## config.mk

```make
export PLATFORM = sky130hd
export DESIGN_NAME = seq_multiplier_flat
export DESIGN_NICKNAME = d
export VERILOG_FILES = /design/src/rtl/kgp_pkg.sv /design/src/rtl/seq_multiplier_if.sv /design/src/rtl/mul_sign_fix.sv /design/src/rtl/seq_multiplier.sv /design/src/flat_wrapper.sv
export SDC_FILE = /design/constraint.sdc
export NUM_CORES = 1
export LEC_CHECK = 0
export CAP_MARGIN = 30
export CELL_PAD_IN_SITES_DETAIL_PLACEMENT = 2
export CELL_PAD_IN_SITES_GLOBAL_PLACEMENT = 2
export CORE_MARGIN = 4
export CORE_UTILIZATION = 35
export DETAILED_ROUTE_END_ITERATION = 8
export PLACE_DENSITY_LB_ADDON = 0.1
export SYNTH_ARGS = -nofsm -noshare
export SYNTH_HDL_FRONTEND = slang
export SYNTH_SLANG_ARGS = --single-unit
```

## constraint.sdc

```tcl
create_clock -name clk -period 4.13 [get_ports clk]
set_clock_uncertainty 0.1 [all_clocks]
set_input_delay 1.0325 -clock clk [delete_from_list [all_inputs] [get_ports clk]]
set_output_delay 1.0325 -clock clk [all_outputs]
set_load 0.01 [all_outputs]
```

## src/rtl/kgp_pkg.sv

```systemverilog
// rtl/kgp_pkg.sv - shared constants and FSM encoding for the sequential multiplier
package kgp_pkg;

    localparam int WIDTH  = 32;
    localparam int REG_AW = 5;

    typedef enum logic [1:0] {
        IDLE = 2'd0,
        RUN  = 2'd1,
        DONE = 2'd2
    } state_t;

endpackage

```

## src/rtl/seq_multiplier_if.sv

```systemverilog
// rtl/seq_multiplier_if.sv - launch/writeback signal bundle between control unit and multiplier
interface seq_multiplier_if #(
    parameter int WIDTH  = kgp_pkg::WIDTH,
    parameter int REG_AW = kgp_pkg::REG_AW
);

    logic              start;
    logic              is_signed;
    logic [WIDTH-1:0]  op_a;
    logic [WIDTH-1:0]  op_b;
    logic [REG_AW-1:0] dest_reg;
    logic              flush;
    logic              busy;
    logic              wb_write;
    logic [REG_AW-1:0] wb_reg;
    logic [WIDTH-1:0]  wb_data;
    logic [WIDTH-1:0]  prod_hi;
    logic              start_err;

    modport master (
        output start, is_signed, op_a, op_b, dest_reg, flush,
        input  busy, wb_write, wb_reg, wb_data, prod_hi, start_err
    );

    modport slave (
        input  start, is_signed, op_a, op_b, dest_reg, flush,
        output busy, wb_write, wb_reg, wb_data, prod_hi, start_err
    );

endinterface

```

## src/rtl/mul_sign_fix.sv

```systemverilog
// rtl/mul_sign_fix.sv - conditional two's-complement negate (abs at launch, sign restore at completion)
module mul_sign_fix #(
    parameter int N = 32
) (
    input  logic [N-1:0] din,
    input  logic         neg,
    output logic [N-1:0] dout
);

    // The most negative value maps to itself, which is its correct unsigned magnitude.
    assign dout = neg ? (~din + N'(1)) : din;

endmodule

```

## src/rtl/seq_multiplier.sv

```systemverilog
// rtl/seq_multiplier.sv - radix-2 shift-add multiplier with one-cycle register-file writeback
module seq_multiplier #(
    parameter int WIDTH  = kgp_pkg::WIDTH,
    parameter int REG_AW = kgp_pkg::REG_AW
) (
    input  logic             clk,
    input  logic             rst,
    seq_multiplier_if.slave  bus
);

    localparam int CW = $clog2(WIDTH + 1);

    kgp_pkg::state_t     state_q, state_d;
    logic [WIDTH-1:0]    mcand_q, mcand_d;
    logic [WIDTH-1:0]    mplier_q, mplier_d;
    logic [2*WIDTH-1:0]  acc_q, acc_d;
    logic [CW-1:0]       cnt_q, cnt_d;
    logic                neg_q, neg_d;
    logic [REG_AW-1:0]   dest_q, dest_d;
    logic [REG_AW-1:0]   wb_reg_q, wb_reg_d;
    logic [WIDTH-1:0]    wb_data_q, wb_data_d;
    logic [WIDTH-1:0]    prod_hi_q, prod_hi_d;
    logic                start_err_q, start_err_d;

    logic [WIDTH-1:0]    abs_a, abs_b;
    logic [2*WIDTH-1:0]  result;
    logic [WIDTH:0]      sum;

    mul_sign_fix #(.N(WIDTH)) u_abs_a (
        .din  (bus.op_a),
        .neg  (bus.is_signed & bus.op_a[WIDTH-1]),
        .dout (abs_a)
    );

    mul_sign_fix #(.N(WIDTH)) u_abs_b (
        .din  (bus.op_b),
        .neg  (bus.is_signed & bus.op_b[WIDTH-1]),
        .dout (abs_b)
    );

    mul_sign_fix #(.N(2*WIDTH)) u_result (
        .din  (acc_q),
        .neg  (neg_q),
        .dout (result)
    );

    always_comb begin
        sum = {1'b0, acc_q[2*WIDTH-1:WIDTH]} + (mplier_q[0] ? {1'b0, mcand_q} : '0);
    end

    always_comb begin
        state_d     = state_q;
        mcand_d     = mcand_q;
        mplier_d    = mplier_q;
        acc_d       = acc_q;
        cnt_d       = cnt_q;
        neg_d       = neg_q;
        dest_d      = dest_q;
        wb_reg_d    = wb_reg_q;
        wb_data_d   = wb_data_q;
        prod_hi_d   = prod_hi_q;
        start_err_d = bus.start & (state_q == kgp_pkg::RUN);

        // DONE also accepts a launch so back-to-back ops need no idle bubble.
        if ((state_q == kgp_pkg::IDLE || state_q == kgp_pkg::DONE) && bus.start && !bus.flush) begin
            mcand_d  = abs_a;
            mplier_d = abs_b;
            dest_d   = bus.dest_reg;
            neg_d    = bus.is_signed & (bus.op_a[WIDTH-1] ^ bus.op_b[WIDTH-1]);
            acc_d    = '0;
            cnt_d    = '0;
            state_d  = kgp_pkg::RUN;
        end else if (state_q == kgp_pkg::DONE || bus.flush) begin
            state_d = kgp_pkg::IDLE;
        end else if (state_q == kgp_pkg::RUN) begin
            if (cnt_q == CW'(WIDTH)) begin
                wb_data_d = result[WIDTH-1:0];
                prod_hi_d = result[2*WIDTH-1:WIDTH];
                wb_reg_d  = dest_q;
                state_d   = kgp_pkg::DONE;
            end else begin
                acc_d    = {sum, acc_q[WIDTH-1:1]};
                mplier_d = mplier_q >> 1;
                cnt_d    = cnt_q + CW'(1);
            end
        end
    end

    always_ff @(posedge clk or negedge rst) begin
        if (!rst) begin
            state_q     <= kgp_pkg::IDLE;
            mcand_q     <= '0;
            mplier_q    <= '0;
            acc_q       <= '0;
            cnt_q       <= '0;
            neg_q       <= 1'b0;
            dest_q      <= '0;
            wb_reg_q    <= '0;
            wb_data_q   <= '0;
            prod_hi_q   <= '0;
            start_err_q <= 1'b0;
        end else begin
            state_q     <= state_d;
            mcand_q     <= mcand_d;
            mplier_q    <= mplier_d;
            acc_q       <= acc_d;
            cnt_q       <= cnt_d;
            neg_q       <= neg_d;
            dest_q      <= dest_d;
            wb_reg_q    <= wb_reg_d;
            wb_data_q   <= wb_data_d;
            prod_hi_q   <= prod_hi_d;
            start_err_q <= start_err_d;
        end
    end

    assign bus.busy      = (state_q != kgp_pkg::IDLE);
    assign bus.wb_write  = (state_q == kgp_pkg::DONE) & ~bus.flush;
    assign bus.wb_reg    = wb_reg_q;
    assign bus.wb_data   = wb_data_q;
    assign bus.prod_hi   = prod_hi_q;
    assign bus.start_err = start_err_q;

endmodule

```

## src/flat_wrapper.sv

```systemverilog
// flat-port wrapper written by rule: the top's interface ports become plain ports
module seq_multiplier_flat 
#(
    parameter int WIDTH  = kgp_pkg::WIDTH,
    parameter int REG_AW = kgp_pkg::REG_AW
)
  (clk, rst, bus_start, bus_is_signed, bus_op_a, bus_op_b, bus_dest_reg, bus_flush, bus_busy, bus_wb_write, bus_wb_reg, bus_wb_data, bus_prod_hi, bus_start_err);
  seq_multiplier_if #(.WIDTH(WIDTH), .REG_AW(REG_AW)) bus_i ();
  input  logic clk;
  input  logic rst;
  input wire logic [$bits(bus_i.start)-1:0] bus_start;
  input wire logic [$bits(bus_i.is_signed)-1:0] bus_is_signed;
  input wire logic [$bits(bus_i.op_a)-1:0] bus_op_a;
  input wire logic [$bits(bus_i.op_b)-1:0] bus_op_b;
  input wire logic [$bits(bus_i.dest_reg)-1:0] bus_dest_reg;
  input wire logic [$bits(bus_i.flush)-1:0] bus_flush;
  output wire logic [$bits(bus_i.busy)-1:0] bus_busy;
  output wire logic [$bits(bus_i.wb_write)-1:0] bus_wb_write;
  output wire logic [$bits(bus_i.wb_reg)-1:0] bus_wb_reg;
  output wire logic [$bits(bus_i.wb_data)-1:0] bus_wb_data;
  output wire logic [$bits(bus_i.prod_hi)-1:0] bus_prod_hi;
  output wire logic [$bits(bus_i.start_err)-1:0] bus_start_err;
  assign bus_i.start = bus_start;
  assign bus_i.is_signed = bus_is_signed;
  assign bus_i.op_a = bus_op_a;
  assign bus_i.op_b = bus_op_b;
  assign bus_i.dest_reg = bus_dest_reg;
  assign bus_i.flush = bus_flush;
  assign bus_busy = bus_i.busy;
  assign bus_wb_write = bus_i.wb_write;
  assign bus_wb_reg = bus_i.wb_reg;
  assign bus_wb_data = bus_i.wb_data;
  assign bus_prod_hi = bus_i.prod_hi;
  assign bus_start_err = bus_i.start_err;
  seq_multiplier #(.WIDTH(WIDTH), .REG_AW(REG_AW)) u_core (.clk(clk), .rst(rst), .bus(bus_i));
endmodule
```

==> flow_summary.yaml <==
detailed_routing:
  drt_iter0_drc: 381
  drcViolationCount: 0
  wl_per_cell_um: 19.0
  firstDrtPassIters: 4
  vias: 11200
  ant_nets: 0
  wl_um: 39200
  viasPerCell: 5.42
worst_hold_path:
  min_path_cells: 2
  hold_start: "u_core.mcand_q[6]"
  hold_path_end: "u_core.mcand_q[6]"
  hold_path_class: "flop to flop"
run_status:
  status: "complete, no violations"
setup_path:
  reg2reg_depth: 10
  crit_arrival_ns: 2.42
  start_kind: "primary input"
  r2r-end: "u_core.acc_q[63]"
  r2r_setup_slack_ns: 0.65
  critPathMaxFanout: 3
  regToRegStartpoint: "u_core.mplier_q[0]"
  cp.required_ns: 3.00
  critPathKind: "primary input to output pin"
  crit_path_end_kind: "output pin"
clock_tree:
  post_cts_buffers: 0
  clk_pin_slew_worst_paths_ns: 0.06
  h-tree-depth: 1
  postCtsResizedCells: 0
  numClockSinks: 212
  clock_latency_ns: 0.53
  cts_hold_buf: 0
  cts_buffers: 26
  clockBufferDepth: 3
  cts_tree: "yes"
  cts_root_buffer: "clkbuf_16"
synthesis:
  seq_area_frac_synth_pct: 42.4
  synth.distinct_cells: 62
  ys_warn_count: 0
  async_flop_share_pct: 100
  ys_ff_latch: 212
  avgSynthCellArea_um2: 8.60
  netlist_area_um2: 12500
  postSynthCellCount: 1457
  syn_nets: 1569
  synth-edff-count: 0
  dominantRegCellSynth: "dfrtp_1"
floorplan:
  coreArea_um2: 35400
  dieWidth_um: 197
  io_pins: 146
  dieArea_um2: 38900
  die_h_um: 197
  rows: 69
  start_util_pct: 35.4
layout:
  nets: 1692
  regMostFlops: "u_core.acc_q"
  drive_above_1_share_pct: 6.44
  largest_reg_flops: 64
  area_growth_pct: 23.4
  antenna_cells: 0
  fill_cells: 3959
grt:
  grt_pass1_vias: 12000
  grt_pass1_wl_um: 64700
  antenna_found_initial: 0
  grt_util_all_layers_pct: 20.0
  grt_overflow: 0
  grt_max_degree: 108
sta:
  min_period_ns: 3.55
  timing_hold_violations_final: 0
  worst_pin_slew_ns: 0.977
  fmax_ghz: 0.281
  rsz0062_at_grt: "false"
  relSlewSlack_pct: 34.8
  setup_viol: 0
  fin_hold_ws_ns: 0.371
  report.final.slew_viol_count: 0
  fin_setup_tns_ns: 0
  finalCritPeriodShare_pct: 86.0
power:
  power_density_nw_per_um2: 472
  ir_drop_v: 0.000296
  p_leak_nw: 6.94
  total_power_mw: 7.29
placement:
  dp_hpwl_um: 29100
  port-buffer-count: 145
  place_congestion: 0.842
job:
  cap_violations: 0
## kinds of logic after synthesis
| group | synth area share (%) |
|---|---|
| adders and majority gates | 3.86 |
| DFF | 42.4 |
| muxes | 0.160 |
| and+or+nand+nor | 21.8 |
| AOI/OAI and AO/OA | 18.6 |
| xor gates and xnor gates | 10.1 |
| buffers and inverters | 3.15 |
## through the flow
step | instance area, um2 | utilization, % | std cells | setup WS (ns)
2_1_floorplan | 12500 | - | 1457 | 0.971
3_3_place_gp | 14600 | 41.1 | 2013 | 0.299
3_5_place_dp | 14600 | 41.1 | 2013 | 0.201
4_1_cts | 15500 | 43.7 | 2060 | 0.552
5_1_grt | 15500 | 43.7 | 2060 | 0.399
6_report | 15500 | 43.7 | 2060 | 0.576
## critical path, cell delays in order
cell	delay (ns)
clkdlybuf4s50_1	0.45
nor2_1	0.24
and2_1	0.17
clkdlybuf4s50_1	0.53
## power by group
| group | switching (mW) | internal (mW) | leakage, nW | total, mW |
|---|---|---|---|---|
| Clock | 0.899 | 1.48 | 0.451 | 2.38 |
| Sequential | 0.362 | 2.36 | 2.82 | 2.72 |
| Combinational | 1.29 | 0.897 | 3.66 | 2.19 |
| Total | 2.55 | 4.74 | 6.94 | 7.29 |
## cell type report
class | count | area (um2) | area share [%]
Clock buffer | 37 | 773 | 5.00
Clock inverter | 10 | 129 | 0.834
Inverter | 19 | 71.3 | 0.461
Multi-Input combinational cell | 1142 | 6850 | 44.3
Sequential cell | 212 | 5310 | 34.3
Tap cell | 461 | 577 | 3.73
Timing Repair Buffer | 179 | 1750 | 11.3
## layout by cell type, fill, tap and decap left out, types with 37 or more instances in the layout
master and n:
nand2_1 257, nor2_1 82, a21oi_1 62, nand3_1 78, ha_1 37, o21ai_0 162, xor2_1 86, clkdlybuf4s50_1 144
dfrtp_1 212, xnor2_1 59, and2_1 40
## metal layers
metal | vias to the layer above | share of wire, % | wire (um) | global-route usage (%)
li1 | 5382 | - | - | -
met5 | - | 0 | 0 | 0
met4 | 0 | 1.2 | 477 | 3.08
met2 | 131 | 48 | 18700 | 33.9
met3 | 35 | 2.7 | 1050 | 1.93
met1 | 5610 | 48 | 19000 | 28.4
## cells in the mapped netlist (all sizes together) (19+ instances only)
cell type | n | area [um2]
o21ai | 163 | 816
xnor2 | 59 | 517
ha | 37 | 463
xor2 | 86 | 753
a21oi | 62 | 310
nand2 | 260 | 976
nor3 | 19 | 95.1
nor2 | 82 | 308
inv | 19 | 71.3
dfrtp | 212 | 5310
a31oi | 31 | 194
clkbuf | 79 | 297
nand3 | 79 | 400
o31ai | 26 | 195
and2 | 41 | 257
a21o | 19 | 143
## how the worst max path moves through the flow
stage	cells after the start	endpoint	from	slack [ns]
finish	4	bus_wb_write	bus_flush	0.58
global route	10	u_core.acc_q[57]	u_core.mplier_q[0]	0.40
CTS	4	bus_wb_write	bus_flush	0.55
detailed placement	10	u_core.mcand_q[26]	bus_op_a[1]	0.20
global placement	10	u_core.mcand_q[24]	bus_op_a[1]	0.30
floorplan	8	u_core.bus.prod_hi[31]	u_core.acc_q[36]	0.97
Note: power is estimated with default switching activity, not from simulation.
